[src/rtl/mem_access_unit.sv]
// Memory access stage: sequences single loads/stores against a fixed-latency RAM,
// stalls the pipeline while busy, and selects the writeback value.
module mem_access_unit #(
    parameter int ARQ              = 16,
    parameter int MEMORY_ADDR_SIZE = 13,
    parameter int RD_LATENCY       = 2
) (
    input  logic                        clk,
    input  logic                        rst,
    input  logic                        rd_mem_en,
    input  logic                        wr_mem_en,
    input  logic [MEMORY_ADDR_SIZE-1:0] addr,
    input  logic [ARQ-1:0]              wr_data,
    input  logic [ARQ-1:0]              alu_result,
    input  logic                        mux_mem,
    input  logic                        wb_en_in,
    input  logic [ARQ-1:0]              ram_rdata,
    output logic [MEMORY_ADDR_SIZE-1:0] ram_addr,
    output logic [ARQ-1:0]              ram_wdata,
    output logic                        ram_we,
    output logic                        ram_re,
    output logic                        stall,
    output logic [ARQ-1:0]              wb_data,
    output logic                        wb_en_out,
    output logic                        result_valid,
    output logic                        err
);

    typedef enum logic [1:0] {
        IDLE    = 2'd0,
        RD_WAIT = 2'd1,
        WR      = 2'd2,
        DONE    = 2'd3
    } state_t;

    localparam logic [2:0] LAT = 3'(RD_LATENCY);

    state_t                        state;
    state_t                        state_nxt;
    logic [2:0]                    cnt;
    logic [MEMORY_ADDR_SIZE-1:0]   addr_q;
    logic [ARQ-1:0]                wdata_q;
    logic [ARQ-1:0]                rd_data_q;
    logic                          err_q;
    logic                          req;
    logic                          accept;
    logic                          capture;

    assign req = rd_mem_en | wr_mem_en;

    always_ff @(posedge clk or negedge rst) begin
        if (!rst) begin
            state <= IDLE;
        end else begin
            state <= state_nxt;
        end
    end

    always_comb begin
        state_nxt    = state;
        stall        = 1'b0;
        ram_re       = 1'b0;
        ram_we       = 1'b0;
        ram_addr     = '0;
        ram_wdata    = '0;
        result_valid = 1'b0;
        accept       = 1'b0;
        capture      = 1'b0;
        case (state)
            IDLE: begin
                if (req) begin
                    // Gated by rst so every control output reads 0 while reset is held.
                    stall     = rst;
                    accept    = 1'b1;
                    state_nxt = wr_mem_en ? WR : RD_WAIT;
                end
            end
            RD_WAIT: begin
                stall    = 1'b1;
                ram_addr = addr_q;
                ram_re   = (cnt == 3'd0);
                if (cnt == LAT) begin
                    capture   = 1'b1;
                    state_nxt = DONE;
                end
            end
            WR: begin
                stall     = 1'b1;
                ram_we    = 1'b1;
                ram_addr  = addr_q;
                ram_wdata = wdata_q;
                state_nxt = DONE;
            end
            DONE: begin
                result_valid = 1'b1;
                state_nxt    = IDLE;
            end
            default: begin
                state_nxt = IDLE;
            end
        endcase
    end

    always_ff @(posedge clk or negedge rst) begin
        if (!rst) begin
            cnt       <= '0;
            addr_q    <= '0;
            wdata_q   <= '0;
            rd_data_q <= '0;
            err_q     <= 1'b0;
        end else begin
            if (accept) begin
                addr_q  <= addr;
                wdata_q <= wr_data;
                cnt     <= '0;
                // Simultaneous load+store: the store wins and the conflict is remembered.
                if (rd_mem_en && wr_mem_en) begin
                    err_q <= 1'b1;
                end
            end else if (state == RD_WAIT) begin
                cnt <= cnt + 3'd1;
            end
            if (capture) begin
                rd_data_q <= ram_rdata;
            end
        end
    end

    assign err       = err_q;
    assign wb_data   = mux_mem ? rd_data_q : alu_result;
    assign wb_en_out = wb_en_in & ~stall;

endmodule
[config.mk]
export PLATFORM = sky130hd
export DESIGN_NAME = mem_access_unit
export DESIGN_NICKNAME = d
export VERILOG_FILES = /design/src/rtl/mem_access_unit.sv
export SDC_FILE = /design/constraint.sdc
export NUM_CORES = 1
export LEC_CHECK = 0
export BUFFER_PORTS_ARGS = -buffer_cell sky130_fd_sc_hd__buf_2
export CORE_UTILIZATION = 45
export CTS_CLUSTER_DIAMETER = 30
export CTS_CLUSTER_SIZE = 20
export DETAILED_ROUTE_END_ITERATION = 10
export HOLD_SLACK_MARGIN = 0.08
export PLACE_DENSITY_LB_ADDON = 0.12
export SLEW_MARGIN = 20
export SYNTH_ARGS = -nofsm -noshare
export SYNTH_HDL_FRONTEND = slang
export SYNTH_SLANG_ARGS = --single-unit
export TNS_END_PERCENT = 100
[constraint.sdc]
create_clock -name clk -period 2.07 [get_ports clk]
set_clock_uncertainty 0.15 [all_clocks]
set_input_delay 0.414 -clock clk [delete_from_list [all_inputs] [get_ports clk]]
set_output_delay 0.414 -clock clk [all_outputs]
set_load 0.05 [all_outputs]
==> flow_metrics.py, run 1 <==
metrics = {
    "logic_synthesis": {
        "yosysTopAreaCellShare_pct": 48.5,
        "synth.distinct_cells": 25,
        "synth_area_leaders": "dfrtp_1 49%, mux2_2 16%, mux2_4 15%",
        "netlist_area_mm2": 0.00263,
        "avgSynthCellArea_um2": 14.1,
        "ys_ff_latch": 51,
        "ys_seq_area_share_pct": 48.5,
        "yosys.area.top_type": "dfrtp_1",
        "yosys_warnings": 0,
        "syn_nets": 262,
        "synth_cells": 187,
    },
    "setup_path": {
        "r2r-start": "state[0]$_DFFE_PN0P_",
        "cpMaxStageDelayCell": "dfrtp_1",
        "regToRegSetupSlack_ns": 0.30,
        "r2r_end": "rd_data_q[9]$_DFFE_PN0P_",
        "crit_chain": "inv_2 > ha_4 > o21a_4 > a21oi_4 > o21a_2 > buf_6",
        "required_ns": 1.51,
        "cp.arrival_ns": 1.53,
        "path_max_fanout": 3,
        "cpPeakStageDelay_ns": 0.41,
        "cp-end-kind": "primary output",
        "worst_setup_path_start_kind": "flip-flop",
        "reg2reg_depth": 5,
        "criticalPathCategory": "flip-flop to primary output",
    },
    "global_routing": {
        "gr-usage-all-layers_pct": 17.7,
        "grt_pass1_wl_mm": 8.51,
        "grt_antenna_before_repair": 0,
        "grt_pass1_vias": 1849,
        "grt_overflow": 0,
        "grt_max_degree": 52,
    },
    "placement": {
        "portBuffers": 117,
        "placed_cells": 371,
        "dp_hpwl_mm": 3.47,
        "dp_slack_ns": 0.116,
        "gp_congestion": 0.706,
    },
    "cells_and_area": {
        "final-instance-count-excl-fill": 386,
        "n_antenna_cell": 0,
        "mostFrequentLayoutCells": "85 x buf_2, 51 x dfrtp_1, 37 x mux2_2",
        "final_common_cell": "buf_2",
        "nets": 389,
        "syn2layout_area_growth_pct": 46.1,
        "post-route-util_pct": 68.9,
        "drive_gt1_share_pct": 75.8,
    },
    "sta": {
        "timing.fmax_ghz": 0.478,
        "layout_setup_ws_ns": -0.0233,
        "tns_ns": -0.111,
        "hold_violations": 0,
        "maxSlewViolCount": 0,
        "worst_pin_slew_ns": 0.626,
        "slew_headroom_pct": 58.2,
        "setup_viol": 7,
        "period_share_pct": 101,
        "period_needed_ns": 2.09,
        "rsz0062_at_grt": "true",
    },
    "clock_network": {
        "clk_pin_slew_ns": 0.09,
        "cts_root_buf": "clkbuf_8",
        "cts_buffer_depth": 2,
        "cts.sinks": 51,
        "postCtsHoldBufs": 0,
        "cts_buffers": 5,
        "clk_latency_ns": 0.30,
        "htreeDepth": 2,
        "cts_tree": "built",
    },
    "status": {
        "violations": "setup timing",
        "status": "finished, violations left",
    },
    "floorplan": {
        "die_area_mm2": 0.00615,
        "fp.dieH_um": 78.5,
        "ios": 118,
        "rows": 27,
        "core_mm2": 0.00557,
        "die_x_um": 78.5,
        "start_util_pct": 47.2,
    },
    "run": {
        "maxCapViolations": 0,
    },
    "power": {
        "powerDensity_mw_per_mm2": 2050,
        "leakagePower_nw": 1.92,
        "irDropWorstVdd_mv": 1.61,
    },
    "drt": {
        "wl_mm": 5.58,
        "drt_iter0_drc": 34,
        "top_layer_used": "met4",
        "via_count": 1831,
        "ant_nets": 0,
        "wl_met1_mm": 2.40,
        "drc": 0,
        "routed-wl-met2_mm": 2.74,
        "first_pass_iters": 4,
        "wl_per_cell_um": 14.5,
        "avgViaCountPerCell": 4.74,
        "routed-wl-met3_um": 386,
    },
    "hold_path": {
        "hp-class": "primary input to asynchronous set/reset pin",
    },
}
## registers in the layout, summed over array words and instances, names as in the netlist
signal,cells
wdata_q,16
state,2
cnt,3
addr_q,13
rd_data_q,16
err,1
## worst max-delay path: cells and delay by family (launching register included)
kind,cells,cell delay [ns]
buffers and inverters,2,0.25
DFF,1,0.41
AOI/OAI and AO/OA,3,0.42
adders and majority gates,1,0.15
## stage by stage
| stage | instance area, µm² | power, mW | hold WS (ns) |
|---|---|---|---|
| 2_1_floorplan | 2650 | 5.12 | -0.0316 |
| 5_1_grt | 3840 | 8.28 | 0.168 |
| 3_5_place_dp | 3270 | 5.82 | 0.324 |
| 3_3_place_gp | 3270 | 5.79 | 0.330 |
| 4_1_cts | 3560 | 7.03 | 0.140 |
| 6_report | 3840 | 7.88 | 0.134 |
## area by class of cell
type | instances | area, µm²
clock buffers | 6 | 72.6
fillers | 409 | 1730
flip-flops and latches | 51 | 1280
inverters | 5 | 18.8
clock inverters | 1 | 30.0
repair buffers | 130 | 1020
well taps | 72 | 90.1
multi-input cells | 121 | 1340
## Yosys cell counts, drive strengths merged
library cell	n
a21oi	1
a22oi	1
a31o	1
and2	29
and3b	1
buf	8
clkbuf	2
dfrtp	51
ha	8
inv	5
mux2	63
mux2i	1
nand2	3
nand2b	2
nand3b	1
nor2	5
o21a	2
o21ai	1
xnor2	1
xor2	1
## repair_timing
item / in CTS / in global routing
endpoints found under the setup margin: 31 / 32
setup buffers: 3 / 4
gates resized for setup: 52 / 66
cloned: 0 / 1
pin swaps: 1 / 3
## worst max-delay path by stage
stage                         startpoint         to  cells past startpoint
floorplan           state[0]$_DFFE_PN0P_      stall                      7
global placement    state[1]$_DFFE_PN0P_  wb_en_out                      6
detailed placement  state[1]$_DFFE_PN0P_  wb_en_out                      6
CTS                 state[1]$_DFFE_PN0P_  wb_en_out                      6
global route        state[1]$_DFFE_PN0P_  wb_en_out                      6
finish              state[1]$_DFFE_PN0P_  wb_en_out                      6
## report_power, final
part	total [mW]	leakage [nW]	switching (mW)	internal [mW]
Clock	0.664	0.0513	0.309	0.355
Combinational	5.44	1.27	2.84	2.60
Sequential	1.78	0.599	0.277	1.50
## routing by layer
metal | up-vias | GRT usage (%)
li1 | 884 | -
met1 | 871 | 21.3
met2 | 71 | 30.0
met3 | 5 | 5.58
met4 | 0 | 5.56
met5 | - | 0
## kinds of logic (layout without fill, tap and decap cells)
group / Yosys count / count (layout) / synth area share, %
buf+inv: 15 / 142 / 4.61
mux: 64 / 64 / 31.1
fa+ha+maj: 8 / 8 / 3.81
simple gates: 41 / 41 / 9.61
flops: 51 / 51 / 48.5
compound gates: 6 / 6 / 1.71
xor+xnor: 2 / 2 / 0.666
No activity file was read; power rests on OpenSTA's default activity.
==> run 2, diff against run 1 <==
--- a/config.mk
+++ b/config.mk
@@ -12,6 +12,7 @@
 export DETAILED_ROUTE_END_ITERATION = 10
 export HOLD_SLACK_MARGIN = 0.08
 export PLACE_DENSITY_LB_ADDON = 0.12
+export SKIP_LAST_GASP = 1
 export SLEW_MARGIN = 20
 export SYNTH_ARGS = -nofsm -noshare
 export SYNTH_HDL_FRONTEND = slang
==> run 2 against run 1 <==
Design area down 0.88%. Flip-flop and latch count unchanged. Die area is the same. Utilization decreased by 0.61 points. Maximum frequency barely moved. Sequential share of layout area up 0.29 points. Via count grew 0.38%. Critical path type unchanged. Register-to-register slack is essentially flat. Clock power is essentially flat. The flow still finishes with violations (setup timing). Worst setup slack better by 0.0015 ns. Critical path depth decreased by 1. Worst hold slack worse by 0.0087 ns.
==> flow_metrics.py, run 2 (synthesis gave the netlist of run 1 again) <==
metrics = {
    "sta": {
        "tns_ns": -0.169,
        "period_needed_ns": 2.09,
        "rsz0062_at_grt": "true",
        "timing.fmax_ghz": 0.478,
        "period_share_pct": 101,
        "maxSlewViolCount": 0,
        "slew_headroom_pct": 58.1,
        "hold_violations": 0,
        "holdWs_ns": 0.125,
        "setup_viol": 14,
        "worst_pin_slew_ns": 0.628,
        "layout_setup_ws_ns": -0.0218,
    },
    "drt": {
        "ant_nets": 0,
        "avgViaCountPerCell": 4.76,
        "via_count": 1838,
        "drt_iter0_drc": 52,
        "wl_mm": 5.41,
        "wl_per_cell_um": 14.0,
        "first_pass_iters": 4,
        "drc": 0,
    },
    "global_routing": {
        "grt_antenna_before_repair": 0,
        "gr-usage-all-layers_pct": 17.6,
        "grt_pass1_wl_mm": 8.50,
        "grt_pass1_vias": 1845,
        "grt_overflow": 0,
        "grt_max_degree": 52,
    },
    "status": {
        "violations": "setup timing",
        "status": "finished, violations left",
    },
    "setup_path": {
        "cp.arrival_ns": 1.53,
        "critical_path.startpoint": "state[1]$_DFFE_PN0P_",
        "required_ns": 1.51,
        "criticalPathCategory": "flip-flop to primary output",
        "crit_chain": "inv_2 > ha_4 > clkbuf_16 > and2_4 > buf_8",
        "r2r-start": "state[0]$_DFFE_PN0P_",
        "cpMaxStageDelayCell": "dfrtp_1",
        "path_max_fanout": 6,
        "cpPeakStageDelay_ns": 0.39,
        "cp-end-kind": "primary output",
        "worst_setup_path_start_kind": "flip-flop",
    },
    "cells_and_area": {
        "fillCellCount": 411,
        "multiInputGateArea_mm2": 0.00134,
        "n_antenna_cell": 0,
        "regArea_mm2": 0.00128,
        "mostFrequentLayoutCells": "85 x buf_2, 51 x dfrtp_1, 37 x mux2_2",
        "largestRegisters": "rd_data_q (16), wdata_q (16), addr_q (13)",
        "nets": 389,
        "syn2layout_area_growth_pct": 44.8,
        "drive_gt1_share_pct": 75.8,
        "final_common_cell": "buf_2",
    },
    "placement": {
        "gp_congestion": 0.706,
        "dp_slack_ns": 0.116,
        "dp_hpwl_mm": 3.47,
        "portBuffers": 117,
    },
    "clock_network": {
        "clk_latency_ns": 0.30,
        "htreeDepth": 2,
        "cts_buffer_depth": 2,
        "clk_pin_slew_ns": 0.09,
        "cts.sinks": 51,
        "cts_root_buf": "clkbuf_8",
        "cts_buffers": 5,
        "cts_tree": "built",
    },
    "floorplan": {
        "rows": 27,
        "die_x_um": 78.5,
        "start_util_pct": 47.2,
        "fp.dieH_um": 78.5,
        "die_area_mm2": 0.00615,
        "core_mm2": 0.00557,
        "ios": 118,
    },
    "power": {
        "irDropWorstVdd_mv": 1.60,
        "powerDensity_mw_per_mm2": 2050,
        "leakagePower_nw": 1.91,
    },
    "run": {
        "maxCapViolations": 0,
    },
    "hold_path": {
        "hp-class": "primary input to asynchronous set/reset pin",
    },
}
==> run 2: routing by layer <==
metal | vias to the layer above | track usage, % | routed length (µm)
met5 | - | 0 | 0
met4 | 0 | 5.56 | 59
met3 | 6 | 5.58 | 387
met2 | 71 | 30.0 | 2590
met1 | 879 | 21.2 | 2380
li1 | 882 | - | -
==> run 2: power breakdown <==
| group | internal [mW] | switching, mW | total [mW] |
|---|---|---|---|
| combinational | 2.56 | 2.82 | 5.38 |
| sequential | 1.50 | 0.273 | 1.77 |
| clock | 0.355 | 0.306 | 0.661 |
| total | 4.41 | 3.40 | 7.81 |
==> run 2: worst paths after layout <==
path                                                 end  slack, ns  cells past startpoint
worst max register to register  rd_data_q[9]$_DFFE_PN0P_       0.30                      5
worst max-delay path                        ram_addr[10]      -0.02                      5
max in group asynchronous         addr_q[11]$_DFFE_PN0P_       1.21                      2
min in group clk                 wdata_q[13]$_DFFE_PN0P_       0.19                      2
worst min-delay path              addr_q[10]$_DFFE_PN0P_       0.12                      2
worst min register to register           err$_DFFE_PN0P_       0.34                      1
==> run 2: area by class of cell <==
class,count,area share [%]
clock buffers,6,1.91
clock inverters,1,0.789
inverters,5,0.493
multi-input cells,121,35.1
flip-flops and latches,51,33.5
well taps,72,2.37
repair buffers,130,25.8
==> run 2: what timing repair did <==
item	in CTS	in global routing
resized for setup	50	59
hold buffers	0	0
cloned	0	1
setup buffers	3	4
endpoints found under the setup margin	31	32
pin swaps	1	3
==> run 2: stage by stage <==
stage               power (mW)  instances  utilization (%)  cell area (µm²)
floorplan                 5.12        187                -             2650
global placement          5.79        371             58.7             3270
detailed placement        5.82        371             58.7             3270
CTS                       7.01        381             63.8             3550
global route              8.22        386             68.3             3810
finish                    7.81        386             68.3             3810
==> run 2: critical path: cells and delay by family (launching register included) <==
family | cells | cell delay [ns]
flip-flops | 1 | 0.39
buffers and inverters | 3 | 0.37
adder cells (fa/ha/maj) | 1 | 0.32
AND/OR/NAND/NOR | 1 | 0.14
